File: src/rtl/nv_tieoff_release_seq_pkg.sv
// Shared definitions for the tie-off release sequencer: state encodings,
// default geometry and a small decode helper.
package nv_tieoff_release_seq_pkg;

  localparam int NUM_CH_DEF = 4;
  localparam int CNT_W_DEF  = 8;

  typedef logic [1:0] seq_state_t;

  localparam logic [1:0] SEQ_OFF = 2'd0;
  localparam logic [1:0] SEQ_UP  = 2'd1;
  localparam logic [1:0] SEQ_ON  = 2'd2;
  localparam logic [1:0] SEQ_DN  = 2'd3;

  // Busy whenever a release or clamp walk is in progress.
  function automatic logic seq_busy_f(input seq_state_t st);
    return (st == SEQ_UP) || (st == SEQ_DN);
  endfunction

endpackage

File: src/rtl/nv_tieoff_release_seq_if.sv
// Handshake/status bundle between the power controller (master) and the
// tie-off sequencer (slave).
interface nv_tieoff_release_seq_if
  import nv_tieoff_release_seq_pkg::*;
#(
  parameter int NUM_CH = NUM_CH_DEF,
  parameter int CNT_W  = CNT_W_DEF
);
  logic [CNT_W-1:0]  cfg_dwell;
  logic              pwr_up_req;
  logic              pwr_dn_req;
  logic [NUM_CH-1:0] chan_en;
  logic              seq_busy;
  logic              up_done;
  logic              dn_done;
  seq_state_t        seq_state;

  modport master (
    output cfg_dwell, pwr_up_req, pwr_dn_req,
    input  chan_en, seq_busy, up_done, dn_done, seq_state
  );

  modport slave (
    input  cfg_dwell, pwr_up_req, pwr_dn_req,
    output chan_en, seq_busy, up_done, dn_done, seq_state
  );
endinterface

File: src/rtl/nv_tieoff_release_seq_dwell_cnt.sv
// Dwell down-counter: load has priority, decrement saturates at zero so the
// count can never wrap.
module nv_tieoff_dwell_cnt #(
  parameter int CNT_W = 8
) (
  input  logic             i_clk,
  input  logic             i_rst_n,
  input  logic             i_load,
  input  logic [CNT_W-1:0] i_load_val,
  input  logic             i_dec,
  output logic             o_zero
);
  logic [CNT_W-1:0] r_cnt;

  // Load a fresh dwell or count down towards zero.
  always_ff @(posedge i_clk or negedge i_rst_n) begin
    if (!i_rst_n) begin
      r_cnt <= '0;
    end else if (i_load) begin
      r_cnt <= i_load_val;
    end else if (i_dec && (r_cnt != '0)) begin
      r_cnt <= r_cnt - 1'b1;
    end
  end

  assign o_zero = (r_cnt == '0);
endmodule

File: src/rtl/nv_tieoff_release_seq.sv
// Tie-off release sequencer: walks the channel enables up one at a time on a
// power-up request and back down on a power-down request, with a programmable
// dwell between steps. Power-down always wins so the clamps fail safe.
module nv_tieoff_release_seq
  import nv_tieoff_release_seq_pkg::*;
#(
  parameter int NUM_CH = NUM_CH_DEF,
  parameter int CNT_W  = CNT_W_DEF
) (
  input  logic                    nvdla_core_clk,
  input  logic                    nvdla_core_rstn,
  nv_tieoff_release_seq_if.slave  bus
);
  localparam int IDX_W = (NUM_CH > 1) ? $clog2(NUM_CH) : 1;
  localparam logic [IDX_W-1:0] LAST = IDX_W'(NUM_CH - 1);

  seq_state_t        r_state;
  logic [IDX_W-1:0]  r_idx;
  logic [NUM_CH-1:0] r_chan_en;
  logic              r_busy;
  logic              r_up_done;
  logic              r_dn_done;

  seq_state_t        w_state_nx;
  logic [IDX_W-1:0]  w_idx_nx;
  logic [NUM_CH-1:0] w_chan_nx;
  logic              w_up_done_nx;
  logic              w_dn_done_nx;
  logic              w_load;
  logic              w_dec;
  logic              w_zero;
  logic [IDX_W-1:0]  w_idx_inc;
  logic [IDX_W-1:0]  w_idx_dec;

  assign w_idx_inc = r_idx + 1'b1;
  assign w_idx_dec = r_idx - 1'b1;

  nv_tieoff_dwell_cnt #(.CNT_W(CNT_W)) u_dwell (
    .i_clk      (nvdla_core_clk),
    .i_rst_n    (nvdla_core_rstn),
    .i_load     (w_load),
    .i_load_val (bus.cfg_dwell),
    .i_dec      (w_dec),
    .o_zero     (w_zero)
  );

  // Next-state decode: one enable bit changes per step, so chan_en stays a thermometer code.
  always_comb begin
    w_state_nx   = r_state;
    w_idx_nx     = r_idx;
    w_chan_nx    = r_chan_en;
    w_up_done_nx = 1'b0;
    w_dn_done_nx = 1'b0;
    w_load       = 1'b0;
    w_dec        = 1'b0;
    case (r_state)
      SEQ_OFF: begin
        if (bus.pwr_up_req && !bus.pwr_dn_req) begin
          w_state_nx   = SEQ_UP;
          w_idx_nx     = '0;
          w_chan_nx[0] = 1'b1;
          w_load       = 1'b1;
        end
      end
      SEQ_UP: begin
        if (bus.pwr_dn_req) begin
          // Abort in place: start clamping from the highest released channel.
          w_state_nx       = SEQ_DN;
          w_chan_nx[r_idx] = 1'b0;
          w_load           = 1'b1;
        end else if (!w_zero) begin
          w_dec = 1'b1;
        end else if (r_idx != LAST) begin
          w_idx_nx             = w_idx_inc;
          w_chan_nx[w_idx_inc] = 1'b1;
          w_load               = 1'b1;
        end else begin
          w_state_nx   = SEQ_ON;
          w_up_done_nx = 1'b1;
        end
      end
      SEQ_ON: begin
        if (bus.pwr_dn_req) begin
          w_state_nx      = SEQ_DN;
          w_idx_nx        = LAST;
          w_chan_nx[LAST] = 1'b0;
          w_load          = 1'b1;
        end
      end
      SEQ_DN: begin
        if (!w_zero) begin
          w_dec = 1'b1;
        end else if (r_idx != '0) begin
          w_idx_nx             = w_idx_dec;
          w_chan_nx[w_idx_dec] = 1'b0;
          w_load               = 1'b1;
        end else begin
          w_state_nx   = SEQ_OFF;
          w_dn_done_nx = 1'b1;
        end
      end
      default: begin
        w_state_nx = SEQ_OFF;
      end
    endcase
  end

  // Register state, index, enables and status so every output is a flop.
  always_ff @(posedge nvdla_core_clk or negedge nvdla_core_rstn) begin
    if (!nvdla_core_rstn) begin
      r_state   <= SEQ_OFF;
      r_idx     <= '0;
      r_chan_en <= '0;
      r_busy    <= 1'b0;
      r_up_done <= 1'b0;
      r_dn_done <= 1'b0;
    end else begin
      r_state   <= w_state_nx;
      r_idx     <= w_idx_nx;
      r_chan_en <= w_chan_nx;
      r_busy    <= seq_busy_f(w_state_nx);
      r_up_done <= w_up_done_nx;
      r_dn_done <= w_dn_done_nx;
    end
  end

  assign bus.chan_en   = r_chan_en;
  assign bus.seq_busy  = r_busy;
  assign bus.up_done   = r_up_done;
  assign bus.dn_done   = r_dn_done;
  assign bus.seq_state = r_state;
endmodule
File: src/flat_wrapper.sv
// flat-port wrapper written by rule: the top's interface ports become plain ports
module nv_tieoff_release_seq_flat import nv_tieoff_release_seq_pkg::*;
#(
  parameter int NUM_CH = NUM_CH_DEF,
  parameter int CNT_W  = CNT_W_DEF
)
  (nvdla_core_clk, nvdla_core_rstn, bus_cfg_dwell, bus_pwr_up_req, bus_pwr_dn_req, bus_chan_en, bus_seq_busy, bus_up_done, bus_dn_done, bus_seq_state);
  nv_tieoff_release_seq_if #(.NUM_CH(NUM_CH), .CNT_W(CNT_W)) bus_i ();
  input  logic nvdla_core_clk;
  input  logic nvdla_core_rstn;
  input wire logic [$bits(bus_i.cfg_dwell)-1:0] bus_cfg_dwell;
  input wire logic [$bits(bus_i.pwr_up_req)-1:0] bus_pwr_up_req;
  input wire logic [$bits(bus_i.pwr_dn_req)-1:0] bus_pwr_dn_req;
  output wire logic [$bits(bus_i.chan_en)-1:0] bus_chan_en;
  output wire logic [$bits(bus_i.seq_busy)-1:0] bus_seq_busy;
  output wire logic [$bits(bus_i.up_done)-1:0] bus_up_done;
  output wire logic [$bits(bus_i.dn_done)-1:0] bus_dn_done;
  output wire logic [$bits(bus_i.seq_state)-1:0] bus_seq_state;
  assign bus_i.cfg_dwell = bus_cfg_dwell;
  assign bus_i.pwr_up_req = bus_pwr_up_req;
  assign bus_i.pwr_dn_req = bus_pwr_dn_req;
  assign bus_chan_en = bus_i.chan_en;
  assign bus_seq_busy = bus_i.seq_busy;
  assign bus_up_done = bus_i.up_done;
  assign bus_dn_done = bus_i.dn_done;
  assign bus_seq_state = bus_i.seq_state;
  nv_tieoff_release_seq #(.NUM_CH(NUM_CH), .CNT_W(CNT_W)) u_core (.nvdla_core_clk(nvdla_core_clk), .nvdla_core_rstn(nvdla_core_rstn), .bus(bus_i));
endmodule
File: config.mk
export PLATFORM = sky130hd
export DESIGN_NAME = nv_tieoff_release_seq_flat
export DESIGN_NICKNAME = d
export VERILOG_FILES = /design/src/rtl/nv_tieoff_release_seq_pkg.sv /design/src/rtl/nv_tieoff_release_seq_if.sv /design/src/rtl/nv_tieoff_release_seq_dwell_cnt.sv /design/src/rtl/nv_tieoff_release_seq.sv /design/src/flat_wrapper.sv
export SDC_FILE = /design/constraint.sdc
export NUM_CORES = 1
export LEC_CHECK = 0
export CELL_PAD_IN_SITES_DETAIL_PLACEMENT = 0
export CELL_PAD_IN_SITES_GLOBAL_PLACEMENT = 1
export CORE_ASPECT_RATIO = 1.25
export CORE_MARGIN = 2
export CORE_UTILIZATION = 35
export DETAILED_ROUTE_END_ITERATION = 7
export PLACE_DENSITY_LB_ADDON = 0.1
export SYNTH_ARGS = -nofsm -noshare
export SYNTH_HDL_FRONTEND = slang
export SYNTH_SLANG_ARGS = --single-unit
File: constraint.sdc
create_clock -name nvdla_core_clk -period 3.88 [get_ports nvdla_core_clk]
set_input_delay 0.388 -clock nvdla_core_clk [delete_from_list [all_inputs] [get_ports nvdla_core_clk]]
set_output_delay 0.388 -clock nvdla_core_clk [all_outputs]
set_load 0.02 [all_outputs]
==> results.json <==
{
  "dr.pass1.iters": 6,
  "cts.clk_slew.worst_paths_ns": 0.07,
  "grt_pass1_vias": 1088,
  "hold_viol_final": 0,
  "io_buffers": 20,
  "numClockSinks": 19,
  "syn-instance-count": 142,
  "std_cell_rows": 25,
  "root_buffer": "clkbuf_8",
  "yosysWarnings": 0,
  "grt_first_pass_wirelength_mm": 5.49,
  "drive_gt1_share_pct": 14.6,
  "core_area_mm2": 0.00378,
  "synth-edff-count": 0,
  "synthArstFlopShare_pct": 100,
  "critPathMaxFanout": 7,
  "worstSetupEndpointType": "register",
  "synthAdderAreaFrac_pct": 5.40,
  "io_pins": 21,
  "timing.hold.ws_ns": 0.490,
  "cts.path.max_buffers": 2,
  "drv_slew": 0,
  "skew_ns": 0.00318,
  "antenna_found_initial": 0,
  "cts-buffers-inserted": 3,
  "crit_start": "u_core.u_dwell.r_cnt[0]",
  "p_per_area_mw_per_mm2": 467,
  "critPathKind": "reg -> reg",
  "start_util_pct": 36.8,
  "dieArea_mm2": 0.00450,
  "min_period_over_period_pct": 59.2,
  "syn_nets": 160,
  "fmax_ghz": 0.436,
  "relSlewSlack_pct": 40.4,
  "drc_errors": 0,
  "post-cts-setup-buffer-count": 0,
  "fin_crit_ns": 2.30,
  "grt.overflow.total": 0,
  "syn_to_final_growth_pct": 17.8,
  "wl_per_cell_um": 15.8,
  "synth_xor_area_share_pct": 2.52,
  "nNetsFinal": 177,
  "via_count": 1155,
  "die_w_um": 60.4,
  "syn_area_per_cell_um2": 9.80,
  "synthMuxAreaShare_pct": 6.12,
  "cp_data_required_time_ns": 4.02,
  "setup-tns-final_ns": 0,
  "htreeDepth": 1,
  "ant_nets": 0,
  "ys_types": 54,
  "setup_viol": 0,
  "worstReg2RegStart": "u_core.u_dwell.r_cnt[0]",
  "antennaDiodeCount": 0,
  "leakage_nw": 0.665,
  "status": "completed",
  "routed_wl_mm": 3.36,
  "synth_top_family_by_area": "compound AO/OA/AOI/OAI gates",
  "ys_seq_area_share_pct": 34.2,
  "grt_use_total_pct": 16.4,
  "ir_worst_vdd_mv": 0.151,
  "hp-start": "u_core.bus.chan_en[1]",
  "cts_tree": "done",
  "die_h_um": 74.5,
  "synthSimpleGateAreaFrac_pct": 19.9,
  "cts_resized": 0,
  "synthFlopType": "dfrtp_1",
  "dp_hpwl_mm": 2.50,
  "syn_area_mm2": 0.00139,
  "holdCritPathClass": "reg -> reg",
  "grt_max_degree": 23,
  "arrival_ns": 2.44,
  "worstSkewPairLatency_ns": 0.25,
  "critPathLaunchType": "register",
  "avgViaCountPerCell": 5.45,
  "worst_pin_slew_ns": 0.892,
  "synth_compound_area_share_pct": 24.3,
  "initialDrtViolationCount": 60,
  "grt_setup_unrepaired": "false",
  "ys_ff_latch": 19,
  "routabilityCongestion": 0.783,
  "hold_buffers": 0,
  "drv_cap": 0
}
## synthesized netlist by cell type, drive strengths merged, types with 2 or more instances
cell / instances / area share (%)
a21oi: 6 / 2.2
a22oi: 3 / 1.6
buf: 6 / 4.1
clkbuf: 2 / 0.54
dfrtp: 19 / 34
ha: 6 / 5.4
inv: 11 / 3.0
mux2: 4 / 3.2
mux2i: 4 / 2.9
nand2: 12 / 3.2
nand3: 2 / 0.72
nand4: 2 / 1.3
nand4b: 2 / 1.3
nor2: 9 / 2.4
nor2b: 2 / 0.90
nor3: 2 / 0.72
nor3b: 2 / 1.1
nor4bb: 2 / 1.4
o21ai: 6 / 2.2
o221a: 6 / 4.9
o22a: 3 / 1.9
o31ai: 2 / 1.1
or3: 2 / 1.1
xnor2: 3 / 1.9
## sequential cells by signal, summed over array words and instances (netlist names)
| signal | flops |
|---|---|
| u_core.r_idx | 2 |
| u_core.u_dwell.r_cnt | 8 |
| u_core.bus.up_done | 1 |
| u_core.bus.chan_en | 4 |
| u_core.bus.dn_done | 1 |
| u_core.bus.seq_busy | 1 |
| u_core.bus.seq_state | 2 |
## logic make-up (layout without fill, tap and decap cells)
group / count (synthesis) / count (layout)
AOI/OAI and AO/OA: 41 / 41
xor gates and xnor gates: 4 / 4
adders and majority gates: 6 / 6
buffers and inverters: 19 / 35
DFF: 19 / 19
muxes: 8 / 8
and+or+nand+nor: 45 / 45
## stage by stage
step	setup WS, ns	std cells	instance area (um^2)	utilization, %	total power [W]
2_1_floorplan	1.93	142	1390	-	0.000557
3_3_place_gp	1.53	208	1590	42.1	0.000629
3_5_place_dp	1.48	208	1590	42.1	0.000634
4_1_cts	1.57	212	1640	43.3	0.000778
5_1_grt	1.39	212	1640	43.3	0.000824
6_report	1.58	212	1640	43.3	0.000766
## cells in the final DEF, fill, tap and decap left out, types with 2 or more instances in the layout
cell | netlist | routed
a21oi_1 | 6 | 6
a22oi_1 | 3 | 3
clkbuf_8 | 0 | 3
clkdlybuf4s50_1 | 0 | 20
dfrtp_1 | 19 | 19
ha_1 | 6 | 6
inv_1 | 10 | 10
mux2_2 | 3 | 3
mux2i_1 | 4 | 4
nand2_1 | 12 | 12
nand3_1 | 2 | 2
nand4b_1 | 2 | 2
nor2_1 | 9 | 9
nor2b_1 | 2 | 2
nor3_1 | 2 | 2
nor3b_1 | 2 | 2
nor4bb_1 | 2 | 2
o21ai_0 | 5 | 5
o221a_2 | 6 | 6
o22a_1 | 3 | 3
o31ai_1 | 2 | 2
or3_2 | 2 | 2
xnor2_1 | 3 | 3
## metal layers
layer	wire length [um]	vias to the layer above	global-route usage (%)	share of wire, %
met3	120	4	2.09	3.6
met5	0	-	0	0
met4	46	0	5.68	1.4
met1	1490	555	22.8	44
li1	-	563	-	-
met2	1700	33	26.2	51
## worst paths after layout
kind | endpoint | slack [ns] | cells past startpoint
worst max-delay path | u_core.u_dwell.r_cnt[7] | 1.58 | 7
worst min-delay path | u_core.bus.chan_en[1] | 0.49 | 1
worst max register to register | u_core.u_dwell.r_cnt[7] | 1.58 | 7
worst min register to register | u_core.bus.chan_en[1] | 0.49 | 1
max in group asynchronous | u_core.bus.dn_done | 2.70 | 1
min in group asynchronous | u_core.u_dwell.r_cnt[3] | 0.64 | 1
## layout make-up
class / instances / area (um^2)
multi-input combinational: 104 / 810
clock buffer: 4 / 45.0
timing repair buffer: 20 / 200
inverter: 11 / 41.3
sequential: 19 / 475
tap: 54 / 67.6
fill: 376 / 2150
## power breakdown
group	internal [W]	switching, W	total, W
logic	0.000158	0.000136	0.000294
clock network	0.0000729	0.0000649	0.000138
registers	0.000250	0.0000847	0.000335
## worst max-delay path, stage by stage (launching register included)
cell     delay (ns)
dfrtp_1        0.43
inv_1          0.10
ha_1           0.28
nor4b_4        0.40
nand4_2        0.26
o21ai_1        0.36
inv_2          0.08
o221a_2        0.28
(Power assumes the default switching activity.)
